File: src/rtl/glyph_pkg.sv
// Shared geometry, FSM state type and pROM address helper for the glyph pixel streamer.
package glyph_pkg;
  localparam int GLYPH_W = 8;
  localparam int GLYPH_H = 16;
  localparam int CODE_W  = 8;
  localparam int ROW_W   = $clog2(GLYPH_H);
  localparam int COL_W   = $clog2(GLYPH_W);
  localparam int ADDR_W  = CODE_W + ROW_W;
  localparam int COLOR_W = 16;

  localparam logic [ROW_W-1:0] LAST_ROW = ROW_W'(GLYPH_H - 1);
  localparam logic [COL_W-1:0] LAST_COL = COL_W'(GLYPH_W - 1);

  typedef enum logic [1:0] {
    IDLE,
    FETCH,
    SHIFT
  } state_e;

  function automatic logic [ADDR_W-1:0] glyph_addr(input logic [CODE_W-1:0] code,
                                                   input logic [ROW_W-1:0]  row);
    return {code, row};
  endfunction
endpackage

File: src/rtl/glyph_pixel_streamer_if.sv
// Pixel stream towards the SPI pixel writer: valid/ready plus row/glyph end markers.
interface glyph_pixel_streamer_if;
  import glyph_pkg::*;

  logic [COLOR_W-1:0] pix_data;
  logic               pix_valid;
  logic               pix_ready;
  logic               pix_row_end;
  logic               pix_last;

  modport master (output pix_data, pix_valid, pix_row_end, pix_last, input pix_ready);
  modport slave  (input pix_data, pix_valid, pix_row_end, pix_last, output pix_ready);
endinterface

File: src/rtl/glyph_row_serializer.sv
// Turns one glyph row byte into GLYPH_W colour pixels, advancing only on handshake.
module glyph_row_serializer
  import glyph_pkg::*;
#(
  parameter bit MSB_LEFT = 1'b1
) (
  input  logic               clk,
  input  logic               rst_n,
  input  logic               i_load,
  input  logic [GLYPH_W-1:0] i_din,
  input  logic [COLOR_W-1:0] i_fg,
  input  logic [COLOR_W-1:0] i_bg,
  input  logic               i_ready,
  output logic               o_valid,
  output logic [COLOR_W-1:0] o_data,
  output logic               o_row_end
);
  logic [GLYPH_W-1:0] r_shift;
  logic [COL_W-1:0]   r_col;
  logic               r_valid;
  logic               w_fire;
  logic               w_at_end;
  logic               w_bit;

  assign w_fire   = r_valid && i_ready;
  assign w_at_end = (r_col == LAST_COL);
  assign w_bit    = MSB_LEFT ? r_shift[GLYPH_W-1] : r_shift[0];

  // The column counter parks on the last column; the row end is flagged, never wrapped.
  always_ff @(posedge clk) begin
    if (!rst_n) begin
      r_shift <= '0;
      r_col   <= '0;
      r_valid <= 1'b0;
    end else if (i_load) begin
      r_shift <= i_din;
      r_col   <= '0;
      r_valid <= 1'b1;
    end else if (w_fire) begin
      if (w_at_end) begin
        r_valid <= 1'b0;
      end else begin
        r_col   <= r_col + 1'b1;
        r_shift <= MSB_LEFT ? {r_shift[GLYPH_W-2:0], 1'b0} : {1'b0, r_shift[GLYPH_W-1:1]};
      end
    end
  end

  assign o_valid   = r_valid;
  assign o_data    = r_valid ? (w_bit ? i_fg : i_bg) : '0;
  assign o_row_end = r_valid && w_at_end;
endmodule

File: src/rtl/glyph_pixel_streamer.sv
// Fetches the 16 rows of a glyph from the font pROM and streams them out as RGB565 pixels.
module glyph_pixel_streamer
  import glyph_pkg::*;
#(
  parameter bit MSB_LEFT = 1'b1
) (
  input  logic                   clk,
  input  logic                   rst_n,
  input  logic [CODE_W-1:0]      char_code,
  input  logic [COLOR_W-1:0]     fg_color,
  input  logic [COLOR_W-1:0]     bg_color,
  input  logic                   char_valid,
  output logic                   char_ready,
  output logic                   rom_ce,
  output logic                   rom_oce,
  output logic                   rom_reset,
  output logic [ADDR_W-1:0]      rom_ad,
  input  logic [GLYPH_W-1:0]     rom_dout,
  glyph_pixel_streamer_if.master pix
);
  state_e             r_state, w_state_nxt;
  logic               r_phase, w_phase_nxt;
  logic [ROW_W-1:0]   r_row, w_row_nxt;
  logic [CODE_W-1:0]  r_code;
  logic [COLOR_W-1:0] r_fg, r_bg;
  logic [ADDR_W-1:0]  r_rom_ad, w_rom_ad_nxt;
  logic               w_accept;
  logic               w_load;
  logic               w_row_done;
  logic               w_pix_valid;
  logic               w_row_end;
  logic [COLOR_W-1:0] w_pix_data;

  assign char_ready = (r_state == IDLE);
  assign w_accept   = char_valid && char_ready;
  assign w_row_done = w_pix_valid && pix.pix_ready && w_row_end;

  always_ff @(posedge clk) begin
    if (!rst_n) begin
      r_state  <= IDLE;
      r_phase  <= 1'b0;
      r_row    <= '0;
      r_code   <= '0;
      r_fg     <= '0;
      r_bg     <= '0;
      r_rom_ad <= '0;
    end else begin
      r_state  <= w_state_nxt;
      r_phase  <= w_phase_nxt;
      r_row    <= w_row_nxt;
      r_rom_ad <= w_rom_ad_nxt;
      if (w_accept) begin
        r_code <= char_code;
        r_fg   <= fg_color;
        r_bg   <= bg_color;
      end
    end
  end

  // The address register is loaded on entry to FETCH so it is already stable in phase 0.
  always_comb begin
    w_state_nxt  = r_state;
    w_phase_nxt  = r_phase;
    w_row_nxt    = r_row;
    w_rom_ad_nxt = r_rom_ad;
    w_load       = 1'b0;
    rom_ce       = 1'b0;
    unique case (r_state)
      IDLE: begin
        if (w_accept) begin
          w_state_nxt  = FETCH;
          w_phase_nxt  = 1'b0;
          w_row_nxt    = '0;
          w_rom_ad_nxt = glyph_addr(char_code, {ROW_W{1'b0}});
        end
      end
      FETCH: begin
        if (!r_phase) begin
          rom_ce      = 1'b1;
          w_phase_nxt = 1'b1;
        end else begin
          w_load      = 1'b1;
          w_phase_nxt = 1'b0;
          w_state_nxt = SHIFT;
        end
      end
      SHIFT: begin
        if (w_row_done) begin
          if (r_row == LAST_ROW) begin
            w_state_nxt = IDLE;
          end else begin
            w_row_nxt    = r_row + 1'b1;
            w_rom_ad_nxt = glyph_addr(r_code, r_row + 1'b1);
            w_state_nxt  = FETCH;
          end
        end
      end
      default: w_state_nxt = IDLE;
    endcase
  end

  glyph_row_serializer #(.MSB_LEFT(MSB_LEFT)) u_ser (
    .clk      (clk),
    .rst_n    (rst_n),
    .i_load   (w_load),
    .i_din    (rom_dout),
    .i_fg     (r_fg),
    .i_bg     (r_bg),
    .i_ready  (pix.pix_ready),
    .o_valid  (w_pix_valid),
    .o_data   (w_pix_data),
    .o_row_end(w_row_end)
  );

  assign pix.pix_valid   = w_pix_valid;
  assign pix.pix_data    = w_pix_data;
  assign pix.pix_row_end = w_row_end;
  assign pix.pix_last    = w_row_end && (r_row == LAST_ROW);
  assign rom_oce         = rom_ce;
  assign rom_reset       = ~rst_n;
  assign rom_ad          = r_rom_ad;
endmodule
File: src/flat_wrapper.sv
// flat-port wrapper written by rule: the top's interface ports become plain ports
module glyph_pixel_streamer_flat import glyph_pkg::*;
#(
  parameter bit MSB_LEFT = 1'b1
)
  (clk, rst_n, char_code, fg_color, bg_color, char_valid, char_ready, rom_ce, rom_oce, rom_reset, rom_ad, rom_dout, pix_pix_data, pix_pix_valid, pix_pix_row_end, pix_pix_last, pix_pix_ready);
  glyph_pixel_streamer_if pix_i ();
  input  logic clk;
  input  logic rst_n;
  input  logic [CODE_W-1:0] char_code;
  input  logic [COLOR_W-1:0] fg_color;
  input  logic [COLOR_W-1:0] bg_color;
  input  logic char_valid;
  output logic char_ready;
  output logic rom_ce;
  output logic rom_oce;
  output logic rom_reset;
  output logic [ADDR_W-1:0] rom_ad;
  input  logic [GLYPH_W-1:0] rom_dout;
  output wire logic [$bits(pix_i.pix_data)-1:0] pix_pix_data;
  output wire logic [$bits(pix_i.pix_valid)-1:0] pix_pix_valid;
  output wire logic [$bits(pix_i.pix_row_end)-1:0] pix_pix_row_end;
  output wire logic [$bits(pix_i.pix_last)-1:0] pix_pix_last;
  input wire logic [$bits(pix_i.pix_ready)-1:0] pix_pix_ready;
  assign pix_pix_data = pix_i.pix_data;
  assign pix_pix_valid = pix_i.pix_valid;
  assign pix_pix_row_end = pix_i.pix_row_end;
  assign pix_pix_last = pix_i.pix_last;
  assign pix_i.pix_ready = pix_pix_ready;
  glyph_pixel_streamer #(.MSB_LEFT(MSB_LEFT)) u_core (.clk(clk), .rst_n(rst_n), .char_code(char_code), .fg_color(fg_color), .bg_color(bg_color), .char_valid(char_valid), .char_ready(char_ready), .rom_ce(rom_ce), .rom_oce(rom_oce), .rom_reset(rom_reset), .rom_ad(rom_ad), .rom_dout(rom_dout), .pix(pix_i));
endmodule
File: config.mk
export PLATFORM = sky130hd
export DESIGN_NAME = glyph_pixel_streamer_flat
export DESIGN_NICKNAME = d
export VERILOG_FILES = /design/src/rtl/glyph_pkg.sv /design/src/rtl/glyph_pixel_streamer_if.sv /design/src/rtl/glyph_row_serializer.sv /design/src/rtl/glyph_pixel_streamer.sv /design/src/flat_wrapper.sv
export SDC_FILE = /design/constraint.sdc
export NUM_CORES = 1
export LEC_CHECK = 0
export CELL_PAD_IN_SITES_DETAIL_PLACEMENT = 2
export CELL_PAD_IN_SITES_GLOBAL_PLACEMENT = 2
export CORE_MARGIN = 4
export CORE_UTILIZATION = 26
export DETAILED_ROUTE_END_ITERATION = 10
export PLACE_DENSITY = 0.89
export SKIP_CTS_REPAIR_TIMING = 1
export SLEW_MARGIN = 5
export SYNTH_ARGS = -nofsm -noshare
export SYNTH_HDL_FRONTEND = slang
export SYNTH_HIERARCHICAL = 1
export SYNTH_SLANG_ARGS = --single-unit
File: constraint.sdc
create_clock -name clk -period 2.05 [get_ports clk]
set_input_delay 0.3075 -clock clk [delete_from_list [all_inputs] [get_ports clk]]
set_output_delay 0.3075 -clock clk [all_outputs]
set_load 0.05 [all_outputs]
==> key figures <==
Clocking
  • CTS Buffer Depth: 2
  • Clock slew seen by the registers of the worst setup and hold paths: 0.06 ns
  • TritonCTS Buffers: 9
  • CTS tree: done
  • # H-tree levels: 3
  • Root Driver: clkbuf_16
  • Clock Latency Late Sink: 0.32 ns
  • Clock sinks: 67

Min path
  • Hold depth: 2
  • Hold Path Class: register to register
  • Hold EP: u_core/u_ser/r_shift[2]
  • Hold wc startpoint: u_core/u_ser/r_shift[2]

Global route
  • Total grt overflow: 0
  • Vias in the first global route: 3227
  • Initial antenna violation count: 0
  • Largest net degree at the start of global routing: 54
  • GRT Resource Usage Total: 15.7%
  • First-pass GRT wire length: 16400 um

STA
  • Worst clock skew: 0.00708 ns
  • Fmax: 509 MHz
  • Max transition margin: 65.2%
  • Least-Margin Pin Slew: 0.521 ns
  • Min Hold Slack: 0.453 ns
  • Final Cycle Share: 95.8%
  • Final hold vios: 0
  • Setup Viol. Count Final: 0
  • Tmin final: 1.96 ns
  • Fin. max-slew vios: 0

Setup path
  • Reg2reg setup slack: 0.09 ns
  • Worst r2r src: u_core/u_ser/r_col[0]
  • Worst R2R End: u_core/r_row[0]
  • WS Path Type: register to register
  • CP required: 2.30 ns
  • CP Launch Type: register
  • Crit. End Element: register
  • Reg2Reg Depth: 7
  • WP data arrival: 2.22 ns
  • Max FO, Critical Path: 6

Detailed routing
  • Starting DRC count in detailed routing: 70
  • Post-route ant nets: 0
  • WL/cell: 16.9 um
  • DRT Pass-1 Iters: 4
  • Residual DRC: 0
  • Post-Route WL: 10000 um
  • Number of vias per cell: 4.86
  • Via count: 2889

Floorplan
  • IO Pins: 87
  • Row cnt: 38
  • Initial Utilization: 26.8%
  • CORE AREA: 0.0110 mm^2
  • Die width: 114 um
  • Die area: 0.0131 mm^2
  • Die Span Y: 114 um

Synth
  • Register area share after synthesis: 45.5%
  • Mapped Area: 0.00295 mm^2
  • Synth Warn #: 6
  • Yosys reg bits: 67
  • Mapped Cells: 368
  • Synth unique cells: 37
  • Avg Cell Area, Syn: 8.01 um^2
  • Mapped Nets: 424

Place
  • Routability cong.: 0.801
  • Placed inst area: 0.00416 mm^2
  • Post-DP HPWL: 7190 um
  • Port Buffer Count: 86

Job
  • Max Cap Viol: 0

Finish
  • Layout cells sized above 1: 13.2%
  • Design Area, Final: 0.00446 mm^2
  • Layout Nets: 506
  • Ant diodes: 0
  • Area delta synth->final: 51.2%

Power
  • Static leakage: 1.63 nW
  • Worst vdd ir: 0.394 mV
  • Power Density: 788 mW/mm^2

Run status
  • Status: finished, final reports clean
worst max path at each step:
stage,from,end,slack (ns),cells after the start
finish,u_core/u_ser/r_col[0],u_core/r_row[0],0.09,7
global route,u_core/u_ser/r_col[0],u_core/r_row[0],-0.002,7
CTS,u_core/u_ser/r_col[0],u_core/r_row[0],-0.002,7
global placement,char_valid,u_core/r_row[0],0.16,5
floorplan,u_core/u_ser/o_valid,u_core/r_row[0],-0.18,8
detailed placement,u_core/u_ser/r_col[0],u_core/r_row[0],0.02,7
Yosys cell counts:
library cell | count | area, um^2
a21boi_1 | 1 | 7.51
a21oi_1 | 67 | 335
a311oi_1 | 8 | 70.1
a31o_2 | 1 | 8.76
a31oi_1 | 1 | 6.26
and2_1 | 3 | 18.8
and3b_1 | 1 | 8.76
and3b_2 | 1 | 10.0
and4_1 | 2 | 17.5
buf_2 | 4 | 20.0
buf_4 | 3 | 22.5
buf_6 | 3 | 33.8
clkbuf_1 | 16 | 60.1
dfxtp_1 | 67 | 1340
ha_1 | 4 | 50.1
inv_1 | 1 | 3.75
inv_2 | 1 | 3.75
mux2i_1 | 18 | 180
nand2_1 | 110 | 413
nand3_1 | 3 | 15.0
nand3b_1 | 1 | 7.51
nand3b_2 | 1 | 11.3
nand4_1 | 2 | 12.5
nor2_1 | 8 | 30.0
nor2_2 | 1 | 6.26
nor2b_1 | 18 | 113
nor2b_2 | 1 | 8.76
nor3_1 | 3 | 15.0
nor3b_1 | 1 | 7.51
o21a_1 | 2 | 15.0
o21ai_0 | 9 | 45.0
o21bai_1 | 1 | 7.51
o31ai_1 | 1 | 7.51
or2b_1 | 1 | 7.51
or3_4 | 1 | 11.3
or4_1 | 1 | 7.51
xor2_1 | 1 | 8.76
routing by layer:
metal	wire [um]	up-vias	global-route usage [%]
li1	-	1404	-
met1	4330	1420	18.6
met2	5230	53	28.7
met3	329	12	2.64
met4	161	0	4.91
met5	0	-	0
cells by family (layout without fill, tap and decap cells):
group           Yosys count  count (layout)  share of synthesized area [%]
buf+inv                  28             115                           4.88
fa+ha+maj                 4               4                           1.70
flops                    67              67                           45.5
xor+xnor                  1               1                          0.297
compound gates           91              91                           17.1
mux                      18              18                           6.11
simple gates            159             159                           24.4
stage by stage:
step | setup slack (ns) | TNS [ns] | utilization (%) | total power, mW | instances
floorplan | -0.185 | -0.652 | - | 1.75 | 368
global placement | 0.157 | 0 | 37.8 | 1.99 | 579
detailed placement | 0.0192 | 0 | 37.8 | 2.02 | 579
CTS | -0.00199 | -0.00199 | 40.5 | 3.56 | 595
global route | -0.00225 | -0.00225 | 40.6 | 3.68 | 595
finish | 0.0852 | 0 | 40.6 | 3.51 | 595
layout make-up:
type | count | area [um^2]
Clock buffer | 12 | 246
Clock inverter | 4 | 50.0
Fill cell | 1238 | 6530
Inverter | 2 | 7.51
Multi-Input combinational cell | 273 | 1480
Sequential cell | 67 | 1340
Tap cell | 140 | 175
Timing Repair Buffer | 97 | 1160
placed cells by master, fill, tap and decap left out, types with 2 or more instances in the layout:
master           count
dfxtp_1             66
and4_1               2
nand2_1            110
clkbuf_1             2
mux2i_1             18
buf_4               12
clkdlybuf4s50_1     63
nor2b_1             18
ha_1                 3
nor2_1               8
nand3_1              3
nor3_1               3
o21ai_0              9
clkbuf_16            9
a311oi_1             8
and2_4               2
clkinvlp_4           2
a21oi_1             67
nand4_1              2
buf_12              22
o21a_1               2
flip-flops by register name, indices dropped and copies added (netlist names), 2 cells and up:
name                  flops
u_core/r_bg              16
u_core/r_code             8
u_core/r_fg              16
u_core/r_row              3
u_core/u_ser/r_shift      8
u_core/u_ser/r_col        3
u_core/rom_ad             9
u_core/r_state            2
worst max-delay path: stages (launching register included):
cell,delay (ns)
dfxtp_1,0.36
ha_2,0.20
ha_1,0.18
and2_4,0.18
nand3_1,0.12
and2_4,0.21
or4_1,0.48
a21oi_1,0.16
power breakdown:
group          switching (mW)  leakage (nW)  internal [mW]  total (mW)
Combinational           0.311         0.937          0.242       0.553
Clock                   0.554         0.139          0.973        1.53
Sequential             0.0491         0.549           1.38        1.43
Total                   0.915          1.63           2.60        3.51
Note: power is estimated with default switching activity, not from simulation.
